===== src/rtl/mem_arb_pkg.sv =====
// mem_arb_pkg: shared types and constants for the memory arbiter.
//   state_t        : arbiter FSM encoding (IDLE, MEM, DONE)
//   PORT_I/PORT_D  : grant indices for the I-cache and D-cache
//   PHYS_ADDR_SIZE : default physical address width
//   LINE_WIDTH     : default cache line width in bits
// Optional feature macro used by the arbiter: MEM_ARB_DCACHE_PRIORITY_EN.
package mem_arb_pkg;
    localparam int PHYS_ADDR_SIZE = 32;
    localparam int LINE_WIDTH = 128;
    localparam logic PORT_I = 1'b0;
    localparam logic PORT_D = 1'b1;
    typedef enum logic [1:0] {IDLE, MEM, DONE} state_t;
endpackage


===== src/rtl/mem_arb_picker.sv =====
// mem_arb_picker: combinational winner selection between the I-cache and D-cache.
//   req_i, req_d : per-cache request bits
//   last_grant   : index of the previous grant
//   grant        : index of the winning cache (PORT_I when neither requests)
// Macro MEM_ARB_DCACHE_PRIORITY_EN: defined selects fixed D-cache priority,
// undefined selects round-robin.
module mem_arb_picker
    import mem_arb_pkg::*;
(
    input  logic req_i,
    input  logic req_d,
    input  logic last_grant,
    output logic grant
);
`ifdef MEM_ARB_DCACHE_PRIORITY_EN
    // last_grant has no role under fixed priority
    logic unused_last_grant;
    assign unused_last_grant = last_grant;
    always_comb grant = req_d ? PORT_D : PORT_I;
`else
    // on a tie the cache not granted last wins
    always_comb grant = (req_i && req_d) ? (last_grant == PORT_I ? PORT_D : PORT_I)
                                         : (req_d ? PORT_D : PORT_I);
`endif
endmodule


===== src/rtl/mem_arbiter.sv =====
// mem_arbiter: shares the main-memory port between the I-cache and D-cache.
//   clock, reset_n                : clock (rising edge), async active-low reset
//   i_/d_cache_miss               : line fill request per cache (level)
//   i_/d_write_to_memory          : dirty-line write-back request per cache (level)
//   i_/d_address, i_/d_out_data   : line address and write-back data per cache
//   i_/d_from_memory_write_enable : one-cycle fill-done pulse per cache
//   i_/d_completed_write_to_memory: one-cycle write-back-done pulse per cache
//   from_memory_input_data        : last filled line, shared by both caches
//   mem_req/mem_write/mem_addr/mem_wdata : memory request, held until mem_ack
//   mem_ack, mem_rdata            : memory completion pulse and fill data
//   busy                          : high while a transaction is in flight
// Macro MEM_ARB_DCACHE_PRIORITY_EN selects fixed D-cache priority on ties
// (default: round-robin).
module mem_arbiter
    import mem_arb_pkg::*;
#(
    parameter int ADDR_SIZE  = PHYS_ADDR_SIZE,
    parameter int LINE_WIDTH = mem_arb_pkg::LINE_WIDTH
) (
    input  logic                  clock,
    input  logic                  reset_n,
    input  logic                  i_cache_miss,
    input  logic                  i_write_to_memory,
    input  logic [ADDR_SIZE-1:0]  i_address,
    input  logic [LINE_WIDTH-1:0] i_out_data,
    input  logic                  d_cache_miss,
    input  logic                  d_write_to_memory,
    input  logic [ADDR_SIZE-1:0]  d_address,
    input  logic [LINE_WIDTH-1:0] d_out_data,
    output logic                  i_from_memory_write_enable,
    output logic                  d_from_memory_write_enable,
    output logic                  i_completed_write_to_memory,
    output logic                  d_completed_write_to_memory,
    output logic [LINE_WIDTH-1:0] from_memory_input_data,
    output logic                  mem_req,
    output logic                  mem_write,
    output logic [ADDR_SIZE-1:0]  mem_addr,
    output logic [LINE_WIDTH-1:0] mem_wdata,
    input  logic                  mem_ack,
    input  logic [LINE_WIDTH-1:0] mem_rdata,
    output logic                  busy
);
    state_t state;
    logic   grant;
    logic   last_grant;
    logic   pick;
    logic   req_i;
    logic   req_d;

    assign req_i = i_cache_miss | i_write_to_memory;
    assign req_d = d_cache_miss | d_write_to_memory;

    mem_arb_picker u_picker (
        .req_i      (req_i),
        .req_d      (req_d),
        .last_grant (last_grant),
        .grant      (pick)
    );

    always_ff @(posedge clock or negedge reset_n) begin
        if (!reset_n) begin
            state                       <= IDLE;
            grant                       <= PORT_I;
            last_grant                  <= PORT_D;
            mem_req                     <= 1'b0;
            mem_write                   <= 1'b0;
            mem_addr                    <= '0;
            mem_wdata                   <= '0;
            from_memory_input_data      <= '0;
            busy                        <= 1'b0;
            i_from_memory_write_enable  <= 1'b0;
            d_from_memory_write_enable  <= 1'b0;
            i_completed_write_to_memory <= 1'b0;
            d_completed_write_to_memory <= 1'b0;
        end else begin
            i_from_memory_write_enable  <= 1'b0;
            d_from_memory_write_enable  <= 1'b0;
            i_completed_write_to_memory <= 1'b0;
            d_completed_write_to_memory <= 1'b0;
            case (state)
                IDLE: if (req_i || req_d) begin
                    state      <= MEM;
                    grant      <= pick;
                    last_grant <= pick;
                    mem_req    <= 1'b1;
                    busy       <= 1'b1;
                    mem_write  <= pick == PORT_D ? d_write_to_memory : i_write_to_memory;
                    mem_addr   <= pick == PORT_D ? d_address : i_address;
                    mem_wdata  <= pick == PORT_D ? d_out_data : i_out_data;
                end
                MEM: if (mem_ack) begin
                    state   <= DONE;
                    mem_req <= 1'b0;
                    if (mem_write) begin
                        i_completed_write_to_memory <= grant == PORT_I;
                        d_completed_write_to_memory <= grant == PORT_D;
                    end else begin
                        from_memory_input_data     <= mem_rdata;
                        i_from_memory_write_enable <= grant == PORT_I;
                        d_from_memory_write_enable <= grant == PORT_D;
                    end
                end
                DONE: begin
                    state <= IDLE;
                    busy  <= 1'b0;
                end
                default: state <= IDLE;
            endcase
        end
    end
endmodule


===== config.mk =====
export PLATFORM = sky130hd
export DESIGN_NAME = mem_arbiter
export DESIGN_NICKNAME = d
export VERILOG_FILES = /design/src/rtl/mem_arb_pkg.sv /design/src/rtl/mem_arb_picker.sv /design/src/rtl/mem_arbiter.sv
export SDC_FILE = /design/constraint.sdc
export NUM_CORES = 1
export LEC_CHECK = 0
export CAP_MARGIN = 20
export CORE_AREA = 8 8 282 284
export CTS_CLUSTER_SIZE = 16
export DETAILED_ROUTE_END_ITERATION = 10
export DIE_AREA = 0 0 290 292
export DONT_BUFFER_PORTS = 1
export GPL_ROUTABILITY_DRIVEN = 0
export PLACE_DENSITY = 0.3
export SYNTH_ARGS = -nofsm -noshare
export SYNTH_HDL_FRONTEND = slang
export SYNTH_HIERARCHICAL = 1
export SYNTH_SLANG_ARGS = --single-unit

===== constraint.sdc =====
create_clock -name clock -period 1.6 [get_ports clock]
set_input_delay 0.48 -clock clock [delete_from_list [all_inputs] [get_ports clock]]
set_output_delay 0.48 -clock clock [all_outputs]
set_load 0.01 [all_outputs]

# Word level (Yosys, flattened, before mapping)
# Cells that the tools add are included.
[op_classes]
n_eq_ne = 4
n_mux = 25
bitwise_logic = 4
n_reduce_logical = 10
[op_table]
columns = ["cell", "count"]
rows = [
  ["two-way mux 128 bit", 1],
  ["two-way mux 32 bit", 1],
  ["two-way mux 1 bit", 18],
  ["AND reduction 2 bit", 3],
  ["AND reduction 3 bit", 2],
  ["two-way mux 2 bit", 2],
  ["!= test 2 bit (second input constant)", 2],
  ["one-hot mux 1 bit (2 select lines)", 2],
  ["one-hot mux 2 bit (2 select lines)", 1],
  ["nonzero test 2 bit", 2],
  ["== test 2 x 1 -> 1 bit (second input constant)", 1],
  ["== test 2 bit (second input constant)", 1],
  ["zero test 2 bit", 1],
  ["inverter 1 bit", 2],
  ["OR 1 bit", 2],
  ["logical AND 1 bit", 1],
  ["logical OR 1 bit", 1],
]
[word_totals]
register_bits = 299
input_bits = 455
output_inout_bits = 295

# Depth between registers and ports, before layout
# Gate-level depths: netlist of run 1.
[depth]
word_depth = 4
mapped_depth = 8
depth_no_buf = 5

# Modules after synthesis
# Netlist of run 1, hierarchy kept.
[by_module_without_submodules]
columns = ["mod", "instances", "cells_per_inst", "area_each_um2", "seq_area_each_um2"]
rows = [
  ["mem_arbiter", 1, 820, 13011.2, 7483.4],
  ["mem_arb_picker", 1, 1, 11.3, 0.0],
]

# Worst setup path after synthesis of run 1
# Ideal clock, no wire load.
[synth_path]
path_type = "input to register"
start = "input i_cache_miss"
end = "register mem_addr[0]"
arrival_time_ps = 2002
setup_slack_ps = -527
cell_stages = 8
cell_sequence = "nor2_1 -> inv_1 -> a21boi_2 -> buf_2 -> buf_2 -> buf_2 -> mux2_2 -> mux2_2"
[synth_between]
elab_chain_cells = 4
[synth_rtl]
columns = ["item", "line_no", "rtl"]
rows = [
  ["start: declaration", "mem_arbiter.sv:22", "input logic i_cache_miss,"],
  ["OR 1 bit", "mem_arbiter.sv:50", "assign req_i = i_cache_miss | i_write_to_memory;"],
  ["via req_i", "mem_arbiter.sv:47", "logic req_i;"],
  ["logical AND 1 bit", "mem_arb_picker.sv:22", "always_comb grant = (req_i && req_d) ? (last_grant == PORT_I ? PORT_D : PORT_I)"],
  ["two-way mux 1 bit", "mem_arb_picker.sv:22", ""],
  ["via pick", "mem_arbiter.sv:46", "logic pick;"],
  ["two-way mux 32 bit", "mem_arbiter.sv:88", "mem_addr <= pick == PORT_D ? d_address : i_address;"],
  ["end signal: assignment", "mem_arbiter.sv:88", ""],
  ["end: declaration", "mem_arbiter.sv:37", "output logic [ADDR_SIZE-1:0] mem_addr,"],
]
# The timed path passes the listed nets, and every way through them passes these cells.
# A chain may end at the register's enable or synchronous reset.

# Final worst setup path of run 1
[layout_path]
start = "register last_grant"
end = "register mem_addr[23]"
[layout_between]
elab_chain_cells = 3
[layout_rtl]
columns = ["item", "line_no", "rtl"]
rows = [
  ["start: declaration", "mem_arbiter.sv:45", "logic last_grant;"],
  ["start signal: assignment", "mem_arbiter.sv:84", "last_grant <= pick;"],
  ["two-way mux 1 bit (2 in a row)", "mem_arb_picker.sv:22", ""],
  ["via pick", "mem_arbiter.sv:46", ""],
  ["two-way mux 32 bit", "mem_arbiter.sv:88", ""],
]
# The timed path passes the listed nets, and every way through them passes these cells.

==> results of run 1 <==
## flip-flops by register name, summed over array words and instances (netlist names)
register / cells
mem_wdata: 128
from_memory_input_data: 128
last_grant: 1
mem_write: 1
mem_req: 1
d_completed_write_to_memory: 1
i_completed_write_to_memory: 1
mem_addr: 32
d_from_memory_write_enable: 1
state: 2
grant: 1
i_from_memory_write_enable: 1
busy: 1
## cells by family (layout without fill, tap and decap cells)
group,Yosys count,after routing,synth area share
DFF,299,299,0.575
buffers and inverters,53,153,0.0267
muxes,452,452,0.391
other,0,10,0
AOI/OAI and AO/OA,5,5,0.00327
and+or+nand+nor,12,12,0.00452
## worst register-to-register path, stage by stage (launching register included)
cell       delay (ns)
dfstp_2          0.56
a21boi_4         0.07
buf_12           0.15
clkbuf_16        0.19
clkbuf_16        0.16
mux2_4           0.30
mux2_4           0.26
## stage by stage
| stage | util | setup slack [ns] |
|---|---|---|
| 2_1_floorplan | - | -0.248 |
| 3_3_place_gp | 0.193 | -0.466 |
| 3_5_place_dp | 0.193 | -0.502 |
| 4_1_cts | 0.215 | -0.187 |
| 5_1_grt | 0.226 | -0.253 |
| 6_report | 0.226 | -0.204 |
## cell type report
type	count	area, um2
inverter	4	15.0
tap	978	1220
clock buffer	67	1200
sequential	299	7490
clock inverter	7	70.1
multi-input combinational	469	5580
timing repair buffer	75	1370
antenna	10	25.0
fill	7908	58200
## routing by layer
layer / up-vias / global-route usage / part of all wire / wire, um
li1: 3141 / - / - / -
met1: 3654 / 0.104 / 0.33 / 17000
met2: 393 / 0.213 / 0.56 / 29000
met3: 78 / 0.0524 / 0.095 / 4960
met4: 8 / 0.0332 / 0.023 / 1210
met5: - / 0 / 0.0012 / 63
## cells in the final DEF, fill, tap and decap left out, types with 8 or more instances in the layout
| master | Yosys | routed |
|---|---|---|
| mux2_2 | 430 | 352 |
| mux2_4 | 0 | 93 |
| buf_12 | 0 | 13 |
| dfrtp_1 | 298 | 296 |
| diode_2 | 0 | 10 |
| clkbuf_8 | 0 | 8 |
| buf_6 | 11 | 14 |
| buf_16 | 0 | 16 |
| buf_4 | 12 | 15 |
| clkbuf_16 | 0 | 55 |
| clkbuf_1 | 7 | 18 |
## power groups by stage
stage | sequential (mW) | combinational, mW | clock, mW
2_1_floorplan | 15.2 | 7.94 | 0
3_3_place_gp | 17.6 | 9.69 | 0
3_5_place_dp | 17.3 | 9.92 | 0
4_1_cts | 17.3 | 10.9 | 9.18
5_1_grt | 17.6 | 13.8 | 9.46
6_report | 17.0 | 12.8 | 8.73
## path summary, 6_finish.rpt
kind | endpoint | start | slack, ns
worst min register to register | mem_wdata[68] | mem_wdata[68] | 0.57
max in group asynchronous | mem_wdata[77] | reset_n | 1.46
worst max register to register | mem_addr[23] | last_grant | -0.20
min in group clock | state[0] | mem_ack | 0.06
worst min-delay path | from_memory_input_data[71] | reset_n | -0.36
worst max-delay path | mem_addr[23] | last_grant | -0.20
## timing repair
| action | CTS | global route |
|---|---|---|
| hold endpoints to repair | 299 | 299 |
| gates cloned | 8 | 17 |
| setup endpoints to repair | 264 | 292 |
| resized for setup | 35 | 102 |
| buffers inserted | 6 | 5 |
| pin swaps | 1 | 3 |
==> impl_metrics.yaml, run 1 <==
outcome:
  outcome: "complete, but fails checks"
  violations: "negative hold slack, negative setup slack"
detailed_routing:
  drt-initial-drc-count: 221
  wire_per_inst_um: 27.3
  remaining_drc_errors: 0
  vias_per_cell: 3.81
  dr.pass1.iters: 6
  antenna_left: 0
  drt_wl_total_mm: 52.2
  via_count: 7274
sta:
  setup_slack_ns: -0.204
  clock_skew_ns: 0.0142
  period_share: 1.13
  slew_headroom: 0.614
  hold_viol: 298
  tns_ns: -36.12
  fmax_ghz: 0.554
  min_period_ns: 1.80
  rsz0062_at_grt: "yes"
  slew_viol_final: 0
  hold_slack_ns: -0.359
  worst_pin_slew_ns: 0.579
  setup_violations: 289
place:
  post_dp_cell_area_um2: 14500
  dp_cells: 1791
  hpwl_mm: 37.6
  port_buffers: 0
setup_path:
  path_cells: "a21boi_4, buf_12, clkbuf_16, clkbuf_16, mux2_4, mux2_4"
  required_ns: 2.03
  cp-start-kind: "register"
  reg2reg_depth: 6
  worstPathArrival_ns: 2.23
  cpMaxStageDelayCell: "dfstp_2"
  worst_path_dominant_cell_family: "flip-flops"
  end_kind: "register"
  crit_type: "register to register"
  cp_num_cells: 6
  cp_max_fo: 5
  cp_num_buf_inv: 3
  critical_path.max_stage_delay_ns: 0.56
power_and_ir_drop:
  p_comb_frac: 0.333
  ir_worst_vdd_mv: 0.922
  seqPwrFrac: 0.441
  p_int_mw: 25.2
  powerDensity_nw_per_um2: 2270
  p_sw_frac: 0.348
  switchingPower_mw: 13.4
  report.power.total_mw: 38.6
  power_leakage_nw: 6.98
  clkPwrFrac: 0.226
clock_tree:
  cts-htree-levels: 2
  cts_buffer_depth: 3
  root_buffer: "clkbuf_16"
  clock-sinks: 299
  cts_buffers: 40
  clkTransAtPathRegs_ns: 0.06
  cts_tree: "done"
  worstSkewPairLatency_ns: 0.54
global_route:
  grt_pass1_wl_mm: 69.0
  grt_overflow_total: 0
  grt_usage: 0.111
  grt_max_degree: 300
  antenna_found_initial: 14
  grt_pass1_vias: 8242
synth:
  synth_top_cells_by_count: "mux2_2 (430), dfrtp_1 (298), mux2_1 (22), buf_2 (17), buf_4 (12)"
  yosys.area.top_type: "dfrtp_1"
  syn_nets: 1276
  synth.distinct_cells: 21
  synth-edff-count: 0
  yosysWarnings: 6
  synth_area_um2: 13000
  synth_area_leaders: "dfrtp_1 (57%), mux2_2 (37%), mux2_1 (1.9%)"
  synth_top_cell_area_share: 0.573
  async_flop_share: 1.00
  synth-seq-cells: 299
  synth-main-ff-cell: "dfrtp_1"
  seq_area_frac_synth: 0.575
  syn_inst: 821
  yosys.cell_count.top_type: "mux2_2"
  synth_area_per_cell_um2: 15.9
cells_and_area:
  syn_to_final_growth_pct: 30.3
  final_nets: 1344
  drive_gt1_frac: 0.635
  fin_area_um2: 17000
  fin_cells: 1909
floorplan:
  rows: 101
  io_pins: 750
  die_area_um2: 84700
  die_height_um: 292
  die_w_um: 290
  start_util: 0.173
  core_area_um2: 75200
job:
  maxCapViolations: 0
min_path:
  hold_path.class: "input port to async pin"
No activity file was read; power rests on OpenSTA's default activity.
==> inputs of run 2 (changes only) <==
--- a/config.mk
+++ b/config.mk
@@ -13,6 +13,7 @@
 export DONT_BUFFER_PORTS = 1
 export GPL_ROUTABILITY_DRIVEN = 0
 export PLACE_DENSITY = 0.3
+export SLEW_MARGIN = 10
 export SYNTH_ARGS = -nofsm -noshare
 export SYNTH_HDL_FRONTEND = slang
 export SYNTH_HIERARCHICAL = 1
==> results of run 2 <==
Final layout, timing and power as in run 1 (identical DEF).
